File: config.mk
export PLATFORM = sky130hd
export DESIGN_NAME = ins_mem_refill_responder
export DESIGN_NICKNAME = d
export VERILOG_FILES = /design/src/rtl/ins_mem_refill_responder.sv
export SDC_FILE = /design/constraint.sdc
export NUM_CORES = 1
export LEC_CHECK = 0
export CORE_ASPECT_RATIO = 1.1
export CORE_UTILIZATION = 36
export CTS_BUF_LIST = sky130_fd_sc_hd__clkbuf_4 sky130_fd_sc_hd__clkbuf_8
export CTS_CLUSTER_DIAMETER = 150
export DETAILED_ROUTE_END_ITERATION = 6
export GPL_TIMING_DRIVEN = 0
export PLACE_DENSITY = 0.82
export RECOVER_POWER = 100
export SLEW_MARGIN = 10
export SYNTH_ARGS = -nofsm -noshare
export SYNTH_HDL_FRONTEND = slang
export SYNTH_SLANG_ARGS = --single-unit
export TNS_END_PERCENT = 20
File: constraint.sdc
create_clock -name ins_mem_responder_clock_in -period 1.7 [get_ports ins_mem_responder_clock_in]
set_input_delay 0.255 -clock ins_mem_responder_clock_in [delete_from_list [all_inputs] [get_ports ins_mem_responder_clock_in]]
set_output_delay 0.255 -clock ins_mem_responder_clock_in [all_outputs]
set_load 0.01 [all_outputs]
File: src/rtl/ins_mem_refill_responder.sv
// ins_mem_refill_responder
//   Memory-side responder for instruction-cache line refills. Takes one line
//   request, reads LINE_WORDS consecutive words from a synchronous instruction
//   memory (one-cycle read latency) and returns them in ascending order as a
//   valid/ready word burst. Each word costs three cycles: READ, WAIT, SEND.
//
// Ports
//   ins_mem_responder_clock_in       rising-edge clock
//   ins_mem_responder_reset_in       synchronous active-low reset
//   ins_mem_responder_req_valid_in   refill request valid
//   ins_mem_responder_req_ready_out  high in IDLE only
//   ins_mem_responder_req_addr_in    byte address anywhere inside the missed line
//   ins_mem_responder_mem_rd_en_out  memory read strobe (READ state)
//   ins_mem_responder_mem_addr_out   memory word address = line base | word counter
//   ins_mem_responder_mem_data_in    read data, valid the cycle after rd_en
//   ins_mem_responder_resp_valid_out response word valid (SEND state)
//   ins_mem_responder_resp_ready_in  cache accepts response word
//   ins_mem_responder_resp_data_out  response word
//   ins_mem_responder_resp_idx_out   word index within the line
//   ins_mem_responder_resp_last_out  final word of the burst
//   ins_mem_responder_busy_out       burst in progress
module ins_mem_refill_responder #(
  parameter int ADDR_WIDTH     = 32,
  parameter int DATA_WIDTH     = 32,
  parameter int LINE_WORDS     = 4,
  parameter int MEM_ADDR_WIDTH = 10,
  localparam int IDX_W         = $clog2(LINE_WORDS)
) (
  input  logic                      ins_mem_responder_clock_in,
  input  logic                      ins_mem_responder_reset_in,
  input  logic                      ins_mem_responder_req_valid_in,
  output logic                      ins_mem_responder_req_ready_out,
  input  logic [ADDR_WIDTH-1:0]     ins_mem_responder_req_addr_in,
  output logic                      ins_mem_responder_mem_rd_en_out,
  output logic [MEM_ADDR_WIDTH-1:0] ins_mem_responder_mem_addr_out,
  input  logic [DATA_WIDTH-1:0]     ins_mem_responder_mem_data_in,
  output logic                      ins_mem_responder_resp_valid_out,
  input  logic                      ins_mem_responder_resp_ready_in,
  output logic [DATA_WIDTH-1:0]     ins_mem_responder_resp_data_out,
  output logic [IDX_W-1:0]          ins_mem_responder_resp_idx_out,
  output logic                      ins_mem_responder_resp_last_out,
  output logic                      ins_mem_responder_busy_out
);

  typedef enum logic [1:0] {
    ST_IDLE = 2'd0,
    ST_READ = 2'd1,
    ST_WAIT = 2'd2,
    ST_SEND = 2'd3
  } state_e;

  // Clears the word-within-line bits so the burst always starts at word 0.
  localparam logic [MEM_ADDR_WIDTH-1:0] LINE_MASK =
    {{(MEM_ADDR_WIDTH-IDX_W){1'b1}}, {IDX_W{1'b0}}};
  localparam logic [IDX_W-1:0] LAST_IDX = IDX_W'(LINE_WORDS - 1);

  state_e                    state_q, state_d;
  logic [MEM_ADDR_WIDTH-1:0] base_q,  base_d;
  logic [IDX_W-1:0]          cnt_q,   cnt_d;
  logic [DATA_WIDTH-1:0]     data_q,  data_d;

  logic                      last_word;

  // Byte offset and bits above the memory range carry no information here.
  logic unused_addr_bits;
  assign unused_addr_bits = ^{ins_mem_responder_req_addr_in[ADDR_WIDTH-1:MEM_ADDR_WIDTH+2],
                              ins_mem_responder_req_addr_in[1:0]};

  assign last_word = (cnt_q == LAST_IDX);

  always_ff @(posedge ins_mem_responder_clock_in) begin
    if (!ins_mem_responder_reset_in) begin
      state_q <= ST_IDLE;
      base_q  <= '0;
      cnt_q   <= '0;
      data_q  <= '0;
    end else begin
      state_q <= state_d;
      base_q  <= base_d;
      cnt_q   <= cnt_d;
      data_q  <= data_d;
    end
  end

  always_comb begin
    state_d = state_q;
    base_d  = base_q;
    cnt_d   = cnt_q;
    data_d  = data_q;
    unique case (state_q)
      ST_IDLE: begin
        if (ins_mem_responder_req_valid_in) begin
          base_d  = ins_mem_responder_req_addr_in[MEM_ADDR_WIDTH+1:2] & LINE_MASK;
          cnt_d   = '0;
          state_d = ST_READ;
        end
      end
      ST_READ: state_d = ST_WAIT;
      ST_WAIT: begin
        // Memory drives the word addressed in READ during this cycle.
        data_d  = ins_mem_responder_mem_data_in;
        state_d = ST_SEND;
      end
      ST_SEND: begin
        if (ins_mem_responder_resp_ready_in) begin
          if (last_word) begin
            cnt_d   = '0;
            state_d = ST_IDLE;
          end else begin
            cnt_d   = cnt_q + IDX_W'(1);
            state_d = ST_READ;
          end
        end
      end
      default: state_d = ST_IDLE;
    endcase
  end

  // All outputs decode registered state only; resp_ready never reaches them.
  assign ins_mem_responder_req_ready_out  = (state_q == ST_IDLE);
  assign ins_mem_responder_mem_rd_en_out  = (state_q == ST_READ);
  assign ins_mem_responder_mem_addr_out   = base_q | {{(MEM_ADDR_WIDTH-IDX_W){1'b0}}, cnt_q};
  assign ins_mem_responder_resp_valid_out = (state_q == ST_SEND);
  assign ins_mem_responder_resp_data_out  = data_q;
  assign ins_mem_responder_resp_idx_out   = cnt_q;
  assign ins_mem_responder_resp_last_out  = (state_q == ST_SEND) && last_word;
  assign ins_mem_responder_busy_out       = (state_q != ST_IDLE);

endmodule

Word-level counts from Yosys, hierarchy flattened
Cells that the tools add are included.

operators by class
  add/sub/neg operators = 1
  equality and inequality tests = 6
  multiplexer cells = 8
  bitwise gates (word level) = 1
  reduce and logical (&&, ||, !) cells = 7

operator list
  operator             number
  $mux 2               5
  $or 10x2->10         1
  $pmux 2 s4           1
  $eq 2x2->1 const B   3
  $pmux 2 s2           1
  $reduce_and 2->1     2
  $reduce_bool 2->1    2
  $reduce_and 3->1     1
  $add 2x1->2 const B  1
  $eq 2x1->1 const B   1
  $logic_not 2->1      1
  $ne 2x1->1 const B   1
  $ne 2x2->1 const B   1
  $logic_and 1x1->1    1
  $mux 1               1

storage, ports and cells
  flip-flop bits (word level) = 44
  input port bits = 68
  output and inout bits = 49

Logic depth before layout (Yosys ltp)
  depth in word-level cells = 4
  gate-level depth with buffers = 6
  gate-level depth less buffers = 5

Worst setup path after synthesis
No wires, ideal clock.

  kind = register to register
  start = register state_q[0]
  end = register state_q[0]
  data arrival time = 1370 ps
  required time = 1630 ps
  path slack = 261 ps
  cell stages (with the launch flop) = 6
  cells stage by stage = dfxtp_1 > inv_1 > ha_1 > nor2b_4 > or4_1 > a21oi_1

on the way
  word-level cells in the longest chain between the ends = 3

ends and longest elaborated chain
  what                                                       RTL line  text
  from (decl)                                                57        state_e state_q, state_d;
  from (signal assigned)                                     78        state_q <= state_d;
  $eq 2x2->1 / $logic_not 2->1 (equally long branches)       90        unique case (state_q)
  $ne 2x1->1 (no line) / $ne 2x2->1 (equally long branches)  --
  $reduce_and 2->1 (no line)                                 --

Parallel ways exist; a longest one is shown, timed or not.
A chain may end at the register's enable or synchronous reset.

Worst setup path in the final report
  start = register cnt_q[0], in the netlist ins_mem_responder_resp_idx_out[0]
  end = output ins_mem_responder_resp_idx_out[0]

RTL lines
  what                    RTL line  text
  from (decl)             59        logic [IDX_W-1:0] cnt_q, cnt_d;
  from (signal assigned)  80        cnt_q <= cnt_d;
  to (decl)               40        output logic [IDX_W-1:0] ins_mem_responder_resp_idx_out,

No word-level cell between the ends.

==> impl_results.md <==
- Status: finished clean
- Via-to-Cell Ratio: 4.64
- Vias: 1522
- CTS root buf: clkbuf_8
- P_leak: 1.20 nW
- Min-Delay Path Depth: 3
- Worst Hold Launch: ins_mem_responder_req_valid_in
- Peak VDD IR: 0.945 mV
- Crit Path Max Fanout: 5
- Adder-cell area share of the yosys netlist: 0.0438
- Post-synthesis xor/xnor area fraction: 0
- CTS sink count: 44
- Postcts setup bufs: 0
- DR pass1 iterations: 4
- Vias in the first global route: 1371
- Dpl hpwl: 3000 microns
- Max-slew headroom: 0.700
- Worst reg-to-reg path cell count: 5
- Mapped Area: 1720 sq um
- Global-route wire length before repair: 5930 microns
- Core Area: 4440 sq um
- Critical R2R Launch: state_q[0]
- I/O Buffers: 91
- Crit path DAT: 1.37 ns
- Final wirelength: 3960 microns
- DRT iter0 DRCs: 40
- Final Util: 0.634
- Max clock buf depth: 2
- Die span in y: 74.4 microns
- Die area: 5050 sq um
- DRC: 0
- Synth warnings: 0
- Synthesis-to-finish area growth: 64.1%
- Largest family of logic cells by synthesized area: multiplexers
- Capturing point of the worst reg2reg path: state_q[0]
- Layout net count: 347
- Mapped Nets: 249
- Number of inserted diodes: 0
- Layout cells sized above 1: 0.0803
- Initial antenna violation count: 0
- Avg Cell Area, Syn: 9.80 sq um
- Setup CP Type: flop to primary output
- Final Hold Vio Count: 0
- Crit path capture type: primary output
- Clk_skew: 0.00423 ns
- Clock transition at path regs: 0.08 ns
- Chip width: 67.8 microns
- Setup WS post-layout: 0.0738 ns
- Seq/Total Area, Yosys: 0.513
- Worst Setup Start Kind: flop
- Fmax: 0.615 GHz
- Required @ worst endpoint: 1.44 ns
- Slew Viols, Final: 0
- # H-tree levels: 2
- Mux cell area share after synthesis: 0.187
- Post-DR wirelength/cell: 12.1 microns
- Count of final setup violators: 0
- Flop2flop setup slack: 0.14 ns
- Yosys reg bits: 44
- Syn Inst Count: 175
- Initial Utilization: 0.386
- Clk_lat worst skew: 0.29 ns
- Yosys cell types: 24
- RSZ-0062 raised after global routing: false
- Hold Path Class: input pin to flop
- Fill count: 390
- Largest net degree at the start of global routing: 14
- Actual slew at the worst max-slew pin: 0.450 ns
- Post-Synth Simple-Gate Area: 0.164
- Ports: 117
- ANT nets after route: 0
- Gpl congestion: 0.761
- Hold Path Sink: base_q[8]
- Power Density: 1260 nW/um^2
- Max-cap violations: 0
- Site row count: 25
- Final min period: 1.63 ns
- Compound-Gate Fraction of Synth Area: 0.0445
- Tcrit/Tclk final: 0.957
- Post-Place Worst Slack: -0.0863 ns
- Num CTS Buffers: 5
- Global-route usage over all layers: 0.155
- CTS tree: done
- GRT overflow: 0
## timing repair
action	4_1_cts	5_1_grt
hold buffers	0	0
resized for setup	14	3
setup endpoints to repair	5	2
hold endpoints to repair	0	0
## worst max-delay path by stage
| stage | startpoint | to | slack [ns] | cells after the start |
|---|---|---|---|---|
| 5_1_grt | state_q[0] | ins_mem_responder_resp_data_out[5] | 0.02 | 6 |
| 3_5_place_dp | state_q[0] | ins_mem_responder_busy_out | -0.09 | 5 |
| 2_1_floorplan | state_q[0] | state_q[0] | 0.26 | 5 |
| 3_3_place_gp | state_q[0] | ins_mem_responder_busy_out | -0.08 | 5 |
| 6_report | ins_mem_responder_resp_idx_out[0] | ins_mem_responder_resp_idx_out[0] | 0.07 | 2 |
| 4_1_cts | state_q[0] | ins_mem_responder_busy_out | 0.0003 | 5 |
## layer usage
layer  GRT usage  wire, microns
met3      0.0675            342
met5           0              0
met1       0.182           1690
met4      0.0347             38
met2       0.261           1880
## synthesized netlist by cell type
library cell | count | area share
dfxtp_1 | 44 | 0.51
nor2_1 | 34 | 0.074
mux2i_1 | 32 | 0.19
nand2_1 | 11 | 0.024
a21oi_1 | 10 | 0.029
nand3_1 | 9 | 0.026
ha_1 | 6 | 0.044
buf_2 | 5 | 0.015
clkbuf_1 | 4 | 0.0088
inv_1 | 3 | 0.0066
buf_4 | 2 | 0.0088
nor2b_1 | 2 | 0.0073
o22ai_1 | 2 | 0.0073
and2_1 | 1 | 0.0036
buf_6 | 1 | 0.0066
clkinv_1 | 1 | 0.0022
nand3b_1 | 1 | 0.0044
nor2b_4 | 1 | 0.0080
nor3_1 | 1 | 0.0029
o21ai_0 | 1 | 0.0029
o41ai_1 | 1 | 0.0051
or2_2 | 1 | 0.0036
or3b_2 | 1 | 0.0051
or4_1 | 1 | 0.0044
## placed cells by master (no fill, tap or decap), drive strengths merged, types with 2 or more instances in the layout
master | synthesis | layout
mux2i | 32 | 32
o22ai | 2 | 2
dfxtp | 44 | 44
clkinv | 1 | 2
nor2 | 34 | 34
clkdlybuf4s50 | 0 | 43
buf | 8 | 5
nor2b | 3 | 3
a21oi | 10 | 10
inv | 3 | 3
nand3 | 9 | 9
dlygate4sd3 | 0 | 44
ha | 6 | 6
dlygate4sd2 | 0 | 2
clkbuf | 4 | 14
nand2 | 11 | 11
## registers in the layout (all words and copies together), names as in the netlist
register and count:
ins_mem_responder_resp_idx_out 2, ins_mem_responder_resp_data_out 32, base_q 8, state_q 2
## stage by stage
| step | instance area (sq um) | hold slack [ns] | cells | setup TNS [ns] | total power [mW] |
|---|---|---|---|---|---|
| 2_1_floorplan | 1720 | 0.402 | 175 | 0 | 2.20 |
| 3_3_place_gp | 2690 | 0.441 | 320 | -0.0843 | 2.84 |
| 6_report | 2820 | 0.252 | 328 | 0 | 3.54 |
| 5_1_grt | 2820 | 0.251 | 328 | 0 | 3.77 |
| 4_1_cts | 2830 | 0.252 | 328 | 0 | 3.69 |
| 3_5_place_dp | 2690 | 0.446 | 320 | -0.0863 | 2.88 |
## kinds of logic after synthesis
logic type	Yosys count
flops	44
mux	32
fa+ha+maj	6
buf+inv	16
simple gates	63
compound gates	14
## power by group
part	switching (mW)	leakage, nW	internal, mW	total [mW]
sequential	0.113	0.360	1.24	1.35
combinational	0.665	0.787	0.738	1.40
clock	0.329	0.0586	0.452	0.781
total	1.11	1.20	2.43	3.54
## critical path, cell delays in order, from the launching register on
cell and delay [ns]:
dfxtp_1 0.41, clkbuf_4 0.16, clkdlybuf4s50_1 0.53
## final cells by class
cell class                 instances  area, sq um  share of cell area
buffer                            12         68.8              0.0244
clock inverter                     2         35.0              0.0124
clock buffer                       6         76.3              0.0271
sequential                        44          890               0.316
inverter                           4         15.0             0.00533
tap                               54         67.6              0.0240
timing repair buffer              91          905               0.321
multi-input combinational        115          758               0.269
Power figures use the tool's default switching activity.
